<file path="src/rtl/i2c_byte_master.sv">
// Byte-level I2C master PHY driven by start/stop/write/read command pulses.
//
// state   | meaning
// --------+----------------------------------------------------------
// IDLE    | bus released, waiting for a start command
// START   | (repeated) START condition, four quarter phases
// WBIT    | shifting out 8 data bits, MSB first
// WACK    | SDA released, slave ACK sampled
// RBIT    | SDA released, 8 data bits shifted in, MSB first
// RACK    | master drives the latched ACK/NACK bit
// STOP    | STOP condition, four quarter phases
// FREE    | bus-free wait after STOP, SCL and SDA released
// HOLD    | SCL low, SDA as left, ready for the next command
module i2c_byte_master #(
  parameter int BUS_FREE_TICKS = 4
) (
  input  logic       clk,
  input  logic       reset,
  input  logic       tick,
  input  logic       start,
  input  logic       stop,
  input  logic       write,
  input  logic       read,
  input  logic [7:0] data_in,
  input  logic       ack_in,
  output logic       busy,
  output logic       done,
  output logic       ack_err,
  output logic [7:0] data_out,
  output logic       scl,
  output logic       sda_oe,
  input  logic       sda_i
);

  localparam logic [3:0] S_IDLE  = 4'd0;
  localparam logic [3:0] S_START = 4'd1;
  localparam logic [3:0] S_WBIT  = 4'd2;
  localparam logic [3:0] S_WACK  = 4'd3;
  localparam logic [3:0] S_RBIT  = 4'd4;
  localparam logic [3:0] S_RACK  = 4'd5;
  localparam logic [3:0] S_STOP  = 4'd6;
  localparam logic [3:0] S_FREE  = 4'd7;
  localparam logic [3:0] S_HOLD  = 4'd8;

  localparam logic [3:0] FREE_LOAD = 4'(BUS_FREE_TICKS - 1);

  logic [3:0] state;
  logic [1:0] phase;
  logic [2:0] bit_cnt;
  logic [3:0] free_cnt;
  logic [7:0] shreg;
  logic [7:0] data_l;
  logic       ack_l;
  logic       ack_s;
  logic       pend_start;
  logic       pend_wr;
  logic       pend_rd;
  logic       cmd_take;

  // Ready for a command only when parked; a bare stop/write/read in IDLE is dropped.
  always_comb begin
    busy     = (state != S_IDLE) && (state != S_HOLD);
    cmd_take = tick && !busy && ((state == S_HOLD) || start);
  end

  // Command dispatch, quarter-phase sequencing and bus pin drive.
  always_ff @(posedge clk) begin
    if (!reset) begin
      state      <= S_IDLE;
      phase      <= 2'd0;
      bit_cnt    <= 3'd0;
      free_cnt   <= 4'd0;
      shreg      <= 8'h00;
      data_l     <= 8'h00;
      ack_l      <= 1'b0;
      ack_s      <= 1'b0;
      pend_start <= 1'b0;
      pend_wr    <= 1'b0;
      pend_rd    <= 1'b0;
      done       <= 1'b0;
      ack_err    <= 1'b0;
      data_out   <= 8'h00;
      scl        <= 1'b1;
      sda_oe     <= 1'b0;
    end else begin
      done <= 1'b0;
      if (cmd_take) begin
        data_l <= data_in;
        ack_l  <= ack_in;
        phase  <= 2'd0;
        if (stop) begin
          state      <= S_STOP;
          pend_start <= start;
          pend_wr    <= write;
          pend_rd    <= read;
        end else if (start) begin
          state      <= S_START;
          pend_start <= 1'b0;
          pend_wr    <= write;
          pend_rd    <= read;
        end else if (write) begin
          state   <= S_WBIT;
          shreg   <= data_in;
          bit_cnt <= 3'd7;
          pend_wr <= 1'b0;
          pend_rd <= 1'b0;
        end else if (read) begin
          state   <= S_RBIT;
          bit_cnt <= 3'd7;
          pend_rd <= 1'b0;
        end
      end else if (tick) begin
        phase <= phase + 2'd1;
        case (state)
          S_START: begin
            case (phase)
              2'd0: begin scl <= 1'b0; sda_oe <= 1'b0; end
              2'd1: scl <= 1'b1;
              2'd2: sda_oe <= 1'b1;
              default: begin
                scl <= 1'b0;
                // write wins over read; the losing read is discarded
                if (pend_wr) begin
                  state   <= S_WBIT;
                  shreg   <= data_l;
                  bit_cnt <= 3'd7;
                  pend_wr <= 1'b0;
                  pend_rd <= 1'b0;
                end else if (pend_rd) begin
                  state   <= S_RBIT;
                  bit_cnt <= 3'd7;
                  pend_rd <= 1'b0;
                end else begin
                  state <= S_HOLD;
                end
              end
            endcase
          end
          S_WBIT: begin
            case (phase)
              2'd0: begin scl <= 1'b0; sda_oe <= ~shreg[7]; end
              2'd1: scl <= 1'b1;
              2'd2: scl <= 1'b1;
              default: begin
                scl   <= 1'b0;
                shreg <= {shreg[6:0], 1'b0};
                if (bit_cnt == 3'd0) state <= S_WACK;
                else bit_cnt <= bit_cnt - 3'd1;
              end
            endcase
          end
          S_WACK: begin
            case (phase)
              2'd0: begin scl <= 1'b0; sda_oe <= 1'b0; end
              2'd1: scl <= 1'b1;
              2'd2: ack_s <= sda_i;
              default: begin
                scl     <= 1'b0;
                done    <= 1'b1;
                ack_err <= ack_s;
                state   <= S_HOLD;
              end
            endcase
          end
          S_RBIT: begin
            case (phase)
              2'd0: begin scl <= 1'b0; sda_oe <= 1'b0; end
              2'd1: scl <= 1'b1;
              2'd2: shreg <= {shreg[6:0], sda_i};
              default: begin
                scl <= 1'b0;
                if (bit_cnt == 3'd0) state <= S_RACK;
                else bit_cnt <= bit_cnt - 3'd1;
              end
            endcase
          end
          S_RACK: begin
            case (phase)
              2'd0: begin scl <= 1'b0; sda_oe <= ~ack_l; end
              2'd1: scl <= 1'b1;
              2'd2: scl <= 1'b1;
              default: begin
                scl      <= 1'b0;
                done     <= 1'b1;
                ack_err  <= 1'b0;
                data_out <= shreg;
                state    <= S_HOLD;
              end
            endcase
          end
          S_STOP: begin
            case (phase)
              2'd0: begin scl <= 1'b0; sda_oe <= 1'b1; end
              2'd1: scl <= 1'b1;
              2'd2: sda_oe <= 1'b0;
              default: begin
                free_cnt <= FREE_LOAD;
                state    <= S_FREE;
              end
            endcase
          end
          S_FREE: begin
            if (free_cnt == 4'd0) begin
              phase <= 2'd0;
              if (pend_start) begin
                state      <= S_START;
                pend_start <= 1'b0;
              end else begin
                state   <= S_IDLE;
                pend_wr <= 1'b0;
                pend_rd <= 1'b0;
              end
            end else begin
              free_cnt <= free_cnt - 4'd1;
            end
          end
          default: ;
        endcase
      end
    end
  end

endmodule

</file>
<file path="config.mk">
export PLATFORM = sky130hd
export DESIGN_NAME = i2c_byte_master
export DESIGN_NICKNAME = d
export VERILOG_FILES = /design/src/rtl/i2c_byte_master.sv
export SDC_FILE = /design/constraint.sdc
export NUM_CORES = 1
export LEC_CHECK = 0
export ABC_CLOCK_PERIOD_IN_PS = 1900
export CAP_MARGIN = 30
export CORE_MARGIN = 1
export CORE_UTILIZATION = 34
export CTS_BUF_LIST = sky130_fd_sc_hd__clkbuf_4 sky130_fd_sc_hd__clkbuf_8 sky130_fd_sc_hd__clkbuf_16
export DETAILED_ROUTE_END_ITERATION = 10
export GPL_TIMING_DRIVEN = 0
export HOLD_SLACK_MARGIN = 0.1
export PLACE_DENSITY = 0.56
export SLEW_MARGIN = 5
export SYNTH_ARGS = -nofsm -noshare
export SYNTH_HDL_FRONTEND = slang
export SYNTH_SLANG_ARGS = --single-unit
</file>
<file path="constraint.sdc">
create_clock -name clk -period 1.9 [get_ports clk]
set_input_delay 0.19 -clock clk [delete_from_list [all_inputs] [get_ports clk]]
set_output_delay 0.19 -clock clk [all_outputs]
set_load 0.01 [all_outputs]
</file>
After elaboration in Yosys (flattened, before gate mapping)
Index checks and enable logic that the tools add are counted.
Storage, ports and cells
  input bits: 17
  register bits after elaboration: 46
  word-level logic and storage cells: 188
  output and inout bits: 13
Cells by class
  reduce and logical (&&, ||, !) cells: 41
  bitwise gates (word level): 7
  multiplexer cells: 78
  add/sub/neg operators: 3
  equal/unequal tests: 43
Operators by type and width (count)
  $mux W4: 18
  $mux W8: 9
  $ne A3 B3 Y1 const B: 16
  $mux W3: 11
  $mux W1: 26
  $pmux W4 S6: 1
  $pmux W8 S3: 1
  $ne A2 B2 Y1 const B: 10
  $reduce_and A9 Y1: 2
  $eq A4 B3 Y1 const B: 4
  $reduce_and A5 Y1: 3
  $ne A4 B4 Y1 const B: 3
  $pmux W1 S2: 6
  $reduce_and A4 Y1: 3
  $reduce_and A6 Y1: 2
  $reduce_or A2 Y1: 6
  $reduce_and A11 Y1: 1
  $reduce_bool A2 Y1: 5
  $reduce_bool A3 Y1: 3
  $eq A4 B2 Y1 const B: 2
  $pmux W4 S2: 1
  $reduce_and A8 Y1: 1
  $reduce_bool A4 Y1: 2
  $not A1 Y1: 7
  24 further kinds: 29

Depth between registers and ports, before layout
Gate-level depths: netlist (run 1).
  word-level depth: 7
  gate-level depth with buffers: 8
  depth with buffers taken out: 8

Worst setup path before layout (run 1)
OpenSTA, ideal clock, no wires.
  kind: reg-to-reg
  start: register phase[0]
  end: register shreg[0]
  library setup time: 0.116 ns
  path buffers: 1
  setup slack: -0.088 ns
  clock period less this slack: 1.988 ns
  required time: 1.784 ns
  data arrival time: 1.872 ns
  stages on the path, launching flop included: 8
  cell sequence: dfxtp_1 -> ha_1 -> nor3b_1 -> o21a_1 -> a2111oi_4 -> buf_6 -> a21oi_1 -> a41o_1
Between the ends
  cells in the longest elaborated chain, start to end: 4
  elaborated cells between the ends (all ways): 8
  those cells by class: 5 x eq/ne; 3 x reduce/logical
RTL lines
  start: declaration: line 48  | logic [1:0] phase;
  start signal: assignment: line 113  | phase <= phase + 2'd1;
  $eq A2 B2 Y1 (tied with other cells): line 116, 140, 166
  $reduce_or A3 Y1 (no source line)
  $ne A3 B3 Y1 (no source line)
  $reduce_and A9 Y1 (no source line) (*)
  end signal: assignment: line 125  | shreg <= data_l;
  end signal: assignment: line 146  | shreg <= {shreg[6:0], 1'b0};
  end signal: assignment: line 169  | 2'd2: shreg <= {shreg[6:0], sda_i};
  end: declaration: line 51  | logic [7:0] shreg;
Mark *: on every way between the ends. The rest lies on a longest branch, timed or not.
A chain may end at the register's enable or synchronous reset.

Worst setup path after layout (run 1)
  start: register state[0]
  end: register shreg[2]
Between the ends
  cells in the longest elaborated chain, start to end: 7
  elaborated cells between the ends (all ways): 24
  those cells by class: 12 x eq/ne; 3 x mux; 9 x reduce/logical
RTL lines
  start: declaration: line 47  | logic [3:0] state;
  start signal: assignment: line 69  | state <= S_IDLE;
  start signal: assignment: line 92  | state <= S_STOP;
  start signal: assignment: line 97  | state <= S_START;
  $ne A4 B4 Y1 or $reduce_bool A4 Y1 (tied branches): line 62  | busy = (state != S_IDLE) && (state != S_HOLD);
  $logic_and A1 B1 Y1: line 62
  $logic_not A1 Y1: line 63  | cmd_take = tick && !busy && ((state == S_HOLD) || start);
  $logic_and A1 B1 Y1 (2 in series): line 63
  $ne A3 B3 Y1 (no source line) (tied with other cells)
  $reduce_and A9 Y1 (no source line)
  end signal: assignment: line 103  | shreg <= data_in;
  end signal: assignment: line 125
  end signal: assignment: line 146
Several ways; a longest one is shown, not always the timed one. The select of a mux whose other input is x is not followed.

==> metrics.txt, run 1 <==
outcome=finished clean; Detailed Routing Iterations Pass 1=4; H-tree depth=2; setup TNS=0 ns; clk sinks=46; mapped cell area=2670 um^2; initial antenna violation count=0; Period minus WS final=1.89 ns; CP max stage cell=or4b_4; most common cell after layout, fill and taps aside=dfxtp_1; worst r2r dst=shreg[2]$_SDFFE_PN0P_; commonest cells after routing, fill and taps aside=dfxtp_1, nand2_1, nor2_1, a21oi_1, clkdlybuf4s50_1; DR DRC count=0; synthesized flop and latch total=46; FFs w/ async S/R, synth=0%; syn_area_per_cell=8.48 um^2; Rows=31; first-pass GRT wire length=12.6 mm; Critical Path AT=2.12 ns; CTS tree=done; fin cells=466; top cells by area, synth=dfxtp_1, a21oi_1, mux2i_1, nand2_1, nor2_1; worst clock skew=0.00825 ns; Final Hold Viols=0; Overflow after GRT=0; Hold Path End=scl$_SDFFE_PN1P_; Hold Path Class=primary input to flip-flop; DR vias/cell=5.50; initial DRC count=209; via count=2565; area of the multi-input gates=1730 um^2; worst reg2reg startpoint=state[0]$_SDFFE_PN0P_; actual slew at the worst max-slew pin=0.669 ns; CTS hold repair buffers=0; worst hold start=reset; DP Worst Slack=-0.291 ns; CTS Buffer Depth=2; Critical Path End Type=flip-flop; Total GRT Usage=19.4%; crit-path cells=buf_6, or4b_4, nor2_8, buf_8, a22o_1, a21oi_2, a311oi_2; area grow syn2layout=30.8%; R2R setup slack=0.006 ns; Reg clk slew, reported paths=0.09 ns; die area=8220 um^2; diode count=0; post-synth top area share=34.5%; Clock Latency Late Sink=0.31 ns; DR WL/cell=17.0 um; Initial Util=36.1%; CP startpoint kind=flip-flop; Num CTS Buffers=5; Register Area=933 um^2; Placer Congestion=0.890; delay-heaviest family, CP=simple AND/OR/NAND/NOR gates; # setup viols final=0; max frequency=528 MHz; largest net degree at the start of global routing=16; Post-synth EDFFs=0; Final WS setup=0.00582 ns; FF-to-FF path depth=7; WHS Path Cells=2; slowest stage delay, CP=0.59 ns; Post-Syn Nets=340; hpwl dp=5.19 mm; number of nets still failing antenna checks after routing=0; Die X=90.6 um; RSZ-0062 raised after global routing=yes; yosys warns=0; Top Ports=30; dpl cells=439; Util after Layout=47.2%; Peak VDD IR=293 uV; fin. max-slew vios=0; PD cells=607 nW/um^2; Buf/Inv on CP=2; worst rel slew slack=55.4%; sequential share of the synthesized area=34.5%; vias in the first global route=2357; unique cell type count in the Yosys netlist=63; Port Buf Inserts=25; layout cell share with drive strength beyond 1=23.4%; routed wire length=7.94 mm; Max Fanout on Critical Path=10; critical path data required time=2.12 ns; area leader, netlist=dfxtp_1; period utilization=99.7%; Setup CP Type=flip-flop to flip-flop; nets=391; core footprint=7410 um^2; die height=90.6 um; Filler Cell Count=734; Top FF cell, synth=dfxtp_1; Cells after Synth=315; CTS Root Cell=clkbuf_8; max-cap viol count=0; Lkg Pwr=1.28 nW
==> power by group <==
part / switching [W] / total (W) / internal [W]
clock: 0.000378 / 0.000639 / 0.000260
sequential: 0.0000345 / 0.00103 / 0.000999
combinational: 0.000247 / 0.000450 / 0.000202
==> logic make-up (layout without fill, tap and decap cells) <==
family / count (synthesis) / count (layout) / synth area share (%)
AO/OA/AOI/OAI: 100 / 100 / 27.6
XOR/XNOR: 2 / 2 / 0.937
adder cells (fa/ha/maj): 8 / 8 / 3.75
buffers and inverters: 37 / 89 / 6.93
flip-flops: 46 / 46 / 34.5
multiplexers: 15 / 15 / 5.62
AND/OR/NAND/NOR: 107 / 107 / 20.7
==> worst reg2reg max path: stages, from the launching register on <==
cell and delay [ns]:
dfxtp_2 0.32, buf_6 0.13, or4b_4 0.59, nor2_8 0.16, buf_8 0.17, a22o_1 0.16, a21oi_2 0.04, a311oi_2 0.25
==> routing by layer <==
| metal | GRT usage [%] | vias to the layer above | routed length [um] |
|---|---|---|---|
| met4 | 5.78 | 0 | 95 |
| met3 | 3.28 | 8 | 309 |
| li1 | - | 1245 | - |
| met2 | 29.4 | 62 | 3690 |
| met5 | 0 | - | 0 |
| met1 | 27.8 | 1250 | 3840 |
==> through the flow <==
stage | hold WS (ns) | cell area [um^2] | power [W]
3_3_place_gp | 0.442 | 3050 | 0.00142
2_1_floorplan | 0.326 | 2670 | 0.00130
4_1_cts | 0.267 | 3270 | 0.00207
6_report | 0.287 | 3490 | 0.00212
5_1_grt | 0.285 | 3490 | 0.00221
3_5_place_dp | 0.450 | 3050 | 0.00142
==> flip-flops by register name, summed over array words and instances, names as in the netlist <==
| signal | cells |
|---|---|
| ack_err | 1 |
| ack_l | 1 |
| ack_s | 1 |
| bit_cnt | 3 |
| data_l | 8 |
| data_out | 8 |
| done | 1 |
| free_cnt | 4 |
| pend_rd | 1 |
| pend_start | 1 |
| pend_wr | 1 |
| phase | 2 |
| scl | 1 |
| sda_oe | 1 |
| shreg | 8 |
| state | 4 |
==> repair_timing <==
action | CTS | global route
endpoints found under the setup margin | 34 | 36
setup buffers | 5 | 14
pin swaps | 6 | 20
gates resized for setup | 19 | 39
hold endpoints to repair | 0 | 0
==> worst max path at each step <==
stage	start	endpoint	cells after the start
after floorplan	phase[0]$_SDFFE_PP0P_	shreg[0]$_SDFFE_PN0P_	7
after global placement	write	bit_cnt[2]$_SDFFE_PN0P_	6
after global routing	state[0]$_SDFFE_PN0P_	state[0]$_SDFFE_PN0P_	7
final	state[0]$_SDFFE_PN0P_	shreg[2]$_SDFFE_PN0P_	7
after CTS	state[0]$_SDFFE_PN0P_	shreg[2]$_SDFFE_PN0P_	7
after detailed placement	write	bit_cnt[0]$_SDFFE_PN0P_	6
==> layout make-up <==
type	count	area share, %
Clock buffer	5	1.97
Inverter	14	1.50
Multi-Input combinational cell	232	49.5
Sequential cell	46	26.7
Clock inverter	3	0.537
Tap cell	99	3.55
Timing Repair Buffer	44	11.4
Buffer	23	4.84
==> Yosys cell counts (all sizes together) (2+ instances only) <==
cell type / instances
a22o: 7
nor2b: 4
and2: 3
nor4: 2
o21ai: 11
xor2: 2
nand4b: 2
a21oi: 39
or2: 2
nor3: 4
o221ai: 2
mux2i: 15
nand4: 2
nor2: 33
o311ai: 2
nand2: 36
a22oi: 2
nor3b: 4
o31ai: 2
a221o: 2
or4b: 2
a311oi: 11
nand3b: 3
dfxtp: 46
and3: 2
a2111oi: 2
buf: 13
a211oi: 4
nand2b: 3
o21bai: 2
nand3: 3
ha: 8
clkbuf: 10
inv: 14
a2bb2oi: 3
(Power assumes the default switching activity.)
==> run 2, diff against run 1 <==
--- a/config.mk
+++ b/config.mk
@@ -8,12 +8,12 @@
 export ABC_CLOCK_PERIOD_IN_PS = 1900
 export CAP_MARGIN = 30
 export CORE_MARGIN = 1
-export CORE_UTILIZATION = 34
+export CORE_UTILIZATION = 51
 export CTS_BUF_LIST = sky130_fd_sc_hd__clkbuf_4 sky130_fd_sc_hd__clkbuf_8 sky130_fd_sc_hd__clkbuf_16
 export DETAILED_ROUTE_END_ITERATION = 10
 export GPL_TIMING_DRIVEN = 0
 export HOLD_SLACK_MARGIN = 0.1
-export PLACE_DENSITY = 0.56
+export PLACE_DENSITY = 0.77
 export SLEW_MARGIN = 5
 export SYNTH_ARGS = -nofsm -noshare
 export SYNTH_HDL_FRONTEND = slang
==> metrics.txt, run 2 (synthesized netlist as in run 1, its figures left out) <==
outcome=finished with violations; violated checks=setup timing; actual slew at the worst max-slew pin=0.649 ns (-0.0203 ns); max frequency=520 MHz (-1.5%); area grow syn2layout=30.0%; hpwl dp=4.90 mm (-5.6%); Clock Latency Late Sink=0.30 ns (about the same); Reg clk slew, reported paths=0.10 ns (about the same); Register Area=933 um^2 (unchanged); worst rel slew slack=56.8% (+1.4 points); Hold Path End=scl$_SDFFE_PN1P_; first-pass GRT wire length=11.5 mm (-8.4%); initial DRC count=255 (+22%); WHS Path Cells=2 (unchanged); crit-path cells=buf_6, or4b_4, nor2_8, buf_8, a21o_1, nor2_2, o31ai_1; Comb pwr share=21.8% (+0.6 points); clock power share=29.0% (-1.1 points); Period minus WS final=1.92 ns (+0.0292 ns); Top Ports=30 (unchanged); largest net degree at the start of global routing=16 (unchanged); initial antenna violation count=0 (unchanged); Largest regs=data_l (8), data_out (8), shreg (8); routed wire length=7.72 mm (-2.7%); critical path data required time=2.11 ns (about the same); Final WS setup=-0.0234 ns (-0.0292 ns); Total GRT Usage=27.8% (+8.4 points); DR DRC count=0 (unchanged); Sw Pwr=0.000641 W (-2.9%); max-cap viol count=0 (unchanged); fin. max-slew vios=0 (unchanged); Setup CP Type=flip-flop to flip-flop; clk sinks=46 (unchanged); CTS tree=done; nets=393 (+0.51%); Lkg Pwr=1.28 nW (-0.25%); DR vias/cell=6.08 (+10%); CP startpoint kind=flip-flop; core footprint=4880 um^2 (-34%); Sw Ratio=30.4% (-0.71 points); Overflow after GRT=0 (unchanged); commonest cells after routing, fill and taps aside=dfxtp_1, nand2_1, a21oi_1; DR WL/cell=17.7 um (+3.9%); CTS Buffer Depth=2 (unchanged); die area=5530 um^2 (-33%); R2R setup slack=-0.02 ns (-0.03 ns); H-tree depth=2 (unchanged); Buf/Inv on CP=2 (unchanged); diode count=0 (unchanged); vias in the first global route=2343 (-0.59%); FF-to-FF path depth=7 (unchanged); cell count along the critical path=7 (unchanged); Critical Path AT=2.13 ns (about the same); Critical Path End Type=flip-flop; Rows=25 (-19%); Filler Cell Count=394 (-46%); PD cells=607 nW/um^2 (about the same); Die X=74.4 um (-18%); via count=2651 (+3.4%); Port Buf Inserts=25 (unchanged); CP max stage cell=or4b_4; period utilization=101% (+1.5 points); DP Worst Slack=-0.369 ns (-0.0780 ns); RSZ-0062 raised after global routing=yes; layout cell share with drive strength beyond 1=24.4% (+0.96 points); Peak VDD IR=457 uV (+56%); most common cell after layout, fill and taps aside=dfxtp_1; worst r2r dst=state[0]$_SDFFE_PN0P_; Initial Util=54.7% (+19 points); # setup viols final=3 (+3); sequential power share=49.2% (+0.5 points); CTS Root Cell=clkbuf_8; Final Hold Viols=0 (unchanged); worst reg2reg startpoint=state[0]$_SDFFE_PN0P_; Max Fanout on Critical Path=8 (-2); slowest stage delay, CP=0.53 ns (-0.06 ns); Hold Path Class=primary input to flip-flop; worst hold start=reset; area of the multi-input gates=1740 um^2 (+0.58%); total power=0.00211 W (-0.66%); delay-heaviest family, CP=simple AND/OR/NAND/NOR gates; Detailed Routing Iterations Pass 1=5 (+1); Placer Congestion=0.949 (+6.6%); P_int=0.00147 W (+0.36%); die height=74.4 um (-18%); number of nets still failing antenna checks after routing=0 (unchanged); worst clock skew=0.0124 ns (+0.00416 ns); Num CTS Buffers=5 (unchanged)
run 2: cell types whose count changed in the layout (fill, tap and decap cells not counted), moves of 2 or more:
cell / previous run / this run
nor3_2: 2 / 0
nor2_1: 30 / 28
ha_1: 6 / 4
a21oi_1: 30 / 33
dfxtp_2: 4 / 7
clkbuf_4: 1 / 3
buf_2: 5 / 7
nor2_2: 1 / 4
dfxtp_1: 40 / 38
a21oi_2: 9 / 6
buf_6: 7 / 3
nor3_4: 0 / 2
run 2: worst reg2reg max path: stages (launching register included):
cell,delay (ns)
dfxtp_2,0.34
buf_6,0.12
or4b_4,0.53
nor2_8,0.17
buf_8,0.15
a21o_1,0.19
nor2_2,0.08
o31ai_1,0.26
run 2: per-stage QoR:
stage               instance area, um^2  cells  TNS (ns)  util (%)  hold WS [ns]
floorplan                          2670    315         0         -         0.326
detailed placement                 3010    407     -2.56      61.6         0.446
global placement                   3010    407     -2.43      61.6         0.442
CTS                                3230    421   -0.0795      66.3         0.284
finish                             3470    436   -0.0412      71.2         0.296
global route                       3470    436    -0.601      71.2         0.293
run 2: final cells by class:
| cell class | count | area share (%) |
|---|---|---|
| multi-input cells | 232 | 50.0 |
| flip-flops and latches | 46 | 26.9 |
| repair buffers | 46 | 12.0 |
| plain buffers | 23 | 4.57 |
| well taps | 67 | 2.41 |
| clock buffers | 5 | 1.98 |
| inverters | 14 | 1.51 |
| clock inverters | 3 | 0.612 |
run 2: timing repair:
item                                    in CTS  in global routing
setup buffers                                5                 14
hold buffers                                 0                  0
pin swaps                                    8                 23
endpoints found under the setup margin      31                 31
gates resized for setup                     21                 31
cloned                                       1                  1
run 2: worst max path at each step:
stage / from / endpoint
after floorplan: phase[0]$_SDFFE_PP0P_ / shreg[0]$_SDFFE_PN0P_
after global placement: write / bit_cnt[0]$_SDFFE_PN0P_
after detailed placement: write / bit_cnt[2]$_SDFFE_PN0P_
after CTS: free_cnt[0]$_SDFFE_PN0P_ / free_cnt[2]$_SDFFE_PN0P_
after global routing: state[0]$_SDFFE_PN0P_ / shreg[5]$_SDFFE_PN0P_
final: state[0]$_SDFFE_PN0P_ / state[0]$_SDFFE_PN0P_
run 2: power groups by stage:
stage                     registers [W]  clock network, W  logic (W)
after floorplan                 0.00104                 0   0.000260
after global placement          0.00105                 0   0.000357
after detailed placement        0.00105                 0   0.000364
after CTS                       0.00103          0.000617   0.000398
after global routing            0.00104          0.000655   0.000490
final                           0.00104          0.000611   0.000459
run 2: metal layers:
layer / part of all wire, % / GRT usage, % / vias up
met4: 1.8 / 7.34 / 0
met3: 7.0 / 4.61 / 17
met2: 46 / 42.3 / 132
met5: 0 / 0 / -
li1: - / - / 1243
met1: 45 / 40.6 / 1259
==> patch 1: new RTL, settings of run 1 <==
Reset style: asynchronous (`reset`), changed in one clocked block.
--- a/src/rtl/i2c_byte_master.sv
+++ b/src/rtl/i2c_byte_master.sv
@@ -66,3 +66,3 @@
   // Command dispatch, quarter-phase sequencing and bus pin drive.
-  always_ff @(posedge clk) begin
+  always_ff @(posedge clk or negedge reset) begin
     if (!reset) begin
Function: differs if reset is asserted again (counterexample within 4 cycles, from zero or initial values and one cycle with reset low); with reset held inactive, the same outputs for 4 cycles.
==> patch 1 against run 1 <==
The flow now finishes with violations (negative setup slack). Non-clock buffer count shrank 6. Setup slack lost 0.22 ns. Clock skew grew 0.0050 ns. Synthesized area shrank 0.66%. Sequential cell count is the same. First-iteration DRC count grew 10%. Wire length shrank 14%. Critical path depth shrank 1. Die area shrank 0.65%. Cell area grew 1.6%. Critical path type unchanged.
Power is not compared: it rests on default switching activity, and its combinational part moved more than twofold at a synthesized area within 25%.
==> patch 1: results (changes against run 1) <==
Setup path
  • R2R depth: 6 (was 7)
  • Slowest stage delay, CP: 0.57 ns (was 0.59 ns)
  • Max FO, Critical Path: 6 (was 10)
  • Arr. time, crit path: 2.31 ns (was 2.12 ns)

Layout
  • Fillers: 666 (was 734)
  • Share of cells above drive strength 1: 0.3215 (was 0.2343)
  • Fin nets: 335 (was 391)
  • Finished Layout Cells: 410 (was 466)

GRT
  • GR Util met3: 0.03114 (was 0.03283)
  • GR met2 Demand/Resource: 0.2729 (was 0.2942)
  • Pin count of the biggest net entering global routing: 25 (was 16)
  • Met1 Use GR: 0.2447 (was 0.2781)
  • Vias in the first global route: 2204 (was 2357)
  • First-pass GRT wire length: 11270 um (was 12590 um)

Logic synthesis
  • Mapped Avg Cell Area: 10.33 sq um (was 8.480 sq um)
  • Post-synthesis sequential area ratio: 0.4342 (was 0.3447)
  • Main flop type after synthesis: dfrtp_1 (was dfxtp_1)
  • Top cells by area, synth: dfrtp_1 42%, mux2_2 10%, ha_1 3.8%, nand2_1 3.4%, a221o_1 2.6% (was dfxtp_1 34%, a21oi_1 7.1%, mux2i_1 5.6%, nand2_1 4.9%, nor2_1 4.4%)
  • Synth Net Count: 282 (was 340)
  • Synth async-reset ratio: 1.000 (was 0)

Route
  • 1st-iter DRT viols: 230 (was 209)
  • Met3 WL: 334 um (was 309 um)
  • Routed length on met1: 3255 um (was 3842 um)
  • Met2 WL: 3143 um (was 3694 um)
  • Vias per cell: 5.434 (was 5.504)
  • Wirelength per Cell: 16.67 um (was 17.04 um)

Placement
  • Detailed Place HPWL: 4660 um (was 5194 um)
  • Pre-CTS setup slack: -0.7157 ns (was -0.2909 ns)
  • Dpl cells: 386 (was 439)
  • RD Place Congestion: 0.8811 (was 0.8895)

STA
  • Worst Skew: 0.01327 ns (was 0.008251 ns)
  • Setup TNS: -2.748 ns (was 0 ns)
  • Hold Slack: 0.4009 ns (was 0.2869 ns)
  • Final setup vio count: 16 (was 0)
  • Final Worst Setup Slack: -0.2113 ns (was 0.005818 ns)

Outcome
  • Failing checks: negative setup slack
  • Status: complete, but fails checks (was finished, final reports clean)

Hold path
  • Hold Crit Class: in -> async (was in -> reg)
==> patch 1: cell types whose count changed after synthesis, moves of 12 or more <==
| cell | delta |
|---|---|
| nor2_1 | -15 |
| dfrtp_1 | +45 |
| dfxtp_1 | -46 |
| a21oi_1 | -28 |
| mux2i_1 | -12 |
| mux2_2 | +24 |
==> patch 1: what timing repair did <==
action,4_1_cts,5_1_grt
hold buffers,1,0
gates resized for setup,34,25
pin swaps,9,7
buffers inserted,11,6
endpoints found under the setup margin,44,34
endpoints found under the hold margin,21,0
cloned,0,0
==> patch 1: logic make-up (layout without fill, tap and decap cells) <==
group                    count (synthesis)  in the layout  share of synthesized area
flip-flops                              46             46                     0.4342
XOR/XNOR                                 1              1                   0.003301
buffers and inverters                   26             80                    0.04008
AND/OR/NAND/NOR                         80             80                     0.1641
AO/OA/AOI/OAI                           65             65                     0.1910
multiplexers                            30             30                     0.1259
adder cells (fa/ha/maj)                  9              9                    0.04149
==> patch 1: final timing paths <==
check                               start           to  slack, ns
worst max-delay path             state[2]   bit_cnt[1]      -0.21
worst min-delay path                reset  data_out[2]       0.40
worst max register to register   state[2]   bit_cnt[1]      -0.21
worst min register to register  data_l[1]    data_l[1]       0.48
max in group asynchronous           reset     state[1]       0.95
min in group clk                    start   pend_start       0.40
==> patch 1: through the flow <==
step | power [mW] | util
floorplan | 3.465 | -
global placement | 4.191 | 0.4205
global route | 5.796 | 0.4793
finish | 5.432 | 0.4793
detailed placement | 4.225 | 0.4226
CTS | 5.196 | 0.4621
==> patch 1: cell type report <==
class                   count  area, sq um  area share
inverters                  11        45.04     0.01268
clock buffers               6        76.32     0.02149
multi-input cells         185         1568      0.4415
flip-flops and latches     46         1156      0.3256
well taps                  99        123.9     0.03488
clock inverters             2        13.76    0.003876
repair buffers             48        459.2      0.1293
plain buffers              13        108.9     0.03066
==> patch 2: new RTL, flow settings as in run 1 <==
Without the edit above. Put one more register stage on the output `ack_err`, cleared by the reset. The value now appears one clock later. The other outputs are not delayed to match.
--- a/src/rtl/i2c_byte_master.sv
+++ b/src/rtl/i2c_byte_master.sv
@@ -46,2 +46,4 @@
 
+  logic ack_err_s0;
+
   logic [3:0] state;
@@ -80,3 +82,3 @@
       done       <= 1'b0;
-      ack_err    <= 1'b0;
+      ack_err_s0 <= 1'b0;
       data_out   <= 8'h00;
@@ -159,3 +161,3 @@
                 done    <= 1'b1;
-                ack_err <= ack_s;
+                ack_err_s0 <= ack_s;
                 state   <= S_HOLD;
@@ -184,3 +186,3 @@
                 done     <= 1'b1;
-                ack_err  <= 1'b0;
+                ack_err_s0 <= 1'b0;
                 data_out <= shreg;
@@ -222,2 +224,10 @@
 
+  always_ff @(posedge clk) begin
+    if (!reset) begin
+      ack_err <= '0;
+    end else begin
+      ack_err <= ack_err_s0;
+    end
+  end
+
 endmodule
Function: same outputs for any inputs over 10 cycles, from zero or initial values and one cycle with reset low; that may be too few to reach the edited logic, so the function may still have changed.
==> patch 2 against run 1 <==
Cell area grew 7.1%. First-iteration DRC count down 42%. Non-clock buffer count rose by 4. Count of clock-buffer cells in the layout stayed put. Synthesized cell count up 2.9%. Global-route usage increased by 0.65 points. Synthesized area up 2.0%. Wire length rose by 0.24%. Setup slack got worse by 0.0034 ns. Sequential cell count grew 1. Total power is 31% higher. Via count up 2.5%.
==> patch 2: results (changes against run 1) <==
Setup path
  • Max FO, Critical Path: 8 (was 10)
  • Slowest stage delay, CP: 0.65 ns (was 0.59 ns)
  • Arr. time, crit path: 2.06 ns (was 2.12 ns)

STA
  • Pin slew with the least headroom to its limit: 0.7383 ns (was 0.6690 ns)
  • Worst Skew: 0.008767 ns (was 0.008251 ns)

GRT
  • Met1 Use GR: 0.2686 (was 0.2781)
  • GR Util met3: 0.02931 (was 0.03283)
  • GR met2 Demand/Resource: 0.3327 (was 0.2942)
  • Vias in the first global route: 2657 (was 2357)
  • Gr usage total: 0.2004 (was 0.1939)
  • First-pass GRT wire length: 13280 um (was 12590 um)

Logic synthesis
  • Synth cell count leaders: 47 x dfxtp_1, 40 x nand2_1, 32 x a21oi_1 (was 46 x dfxtp_1, 38 x a21oi_1, 35 x nand2_1)
  • Top cells by area, synth: dfxtp_1 35%, a21oi_1 5.9%, nand2_1 5.5%, mux2i_1 4.8%, a311oi_2 4.4% (was dfxtp_1 34%, a21oi_1 7.1%, mux2i_1 5.6%, nand2_1 4.9%, nor2_1 4.4%)
  • Mapped Avg Cell Area: 8.407 sq um (was 8.480 sq um)
  • Netlist cell types: 62 (was 63)
  • Synth Net Count: 349 (was 340)
  • Post-synthesis sequential area ratio: 0.3454 (was 0.3447)

Layout
  • Nonclk buf count: 71 (was 67)
  • Non-clk invs: 16 (was 14)
  • Sequential standard cell area: 953.4 sq um (was 933.4 sq um)
  • Fillers: 752 (was 734)
  • Share of cells above drive strength 1: 0.2974 (was 0.2343)
  • Multi-input gate area: 1838 sq um (was 1728 sq um)
  • Clock buf/inv share: 0.03747 (was 0.02507)
  • Multi-input logic cell count: 238 (was 232)
  • Fraction of area in registers: 0.2549 (was 0.2672)
  • Fin nets: 404 (was 391)

Route
  • Routed length on met1: 3816 um (was 3842 um)
  • Via count: 2628 (was 2565)
  • Met3 WL: 377 um (was 309 um)
  • Wirelength per Cell: 16.52 um (was 17.04 um)
  • Top layer in use: met4 (unchanged)
  • Routed wire length: 7961 um (was 7942 um)
  • 1st-iter DRT viols: 122 (was 209)

Placement
  • RD Place Congestion: 0.8735 (was 0.8895)
  • Dpl cells: 455 (was 439)
  • Dpl cell area: 3162 sq um (was 3048 sq um)
  • Detailed Place HPWL: 5509 um (was 5194 um)

Clock network
  • Clock sink count: 47 (was 46)
  • Post-CTS Resized: 42 (was 19)
  • Post CTS Setup Buffer Count: 17 (was 5)

Outcome
  • Status: finished, final reports clean (unchanged)

Power and ir drop
  • Maximum vdd drop: 0.0003346 V (was 0.0002930 V)
  • Leakage dissipation: 1.285 nW (was 1.279 nW)
  • Clk pwr share: 0.328 (was 0.301)
  • Comb pwr share: 0.278 (was 0.212)
patch 2: stage by stage:
step / total power [mW] / util
floorplan: 1.537 / -
global placement: 1.721 / 0.4092
detailed placement: 1.726 / 0.4092
CTS: 2.726 / 0.4652
global route: 2.909 / 0.4840
finish: 2.776 / 0.4840
patch 2: cell families (layout without fill, tap and decap cells):
kind of cell,after synthesis,after routing,synth area share
AO/OA/AOI/OAI,93,93,0.2591
flip-flops,47,47,0.3454
multiplexers,14,14,0.05190
XOR/XNOR,3,3,0.009648
AND/OR/NAND/NOR,120,120,0.2343
buffers and inverters,39,95,0.06293
adder cells (fa/ha/maj),8,8,0.03675
patch 2: worst paths after layout:
check | start | endpoint | cells after the start | slack [ns]
min reg2reg | data_l[7] | data_l[7] | 2 | 0.46
max | state[0] | state[2] | 6 | 0.002
min | ack_in | ack_l | 3 | 0.43
max reg2reg | state[0] | state[2] | 6 | 0.002
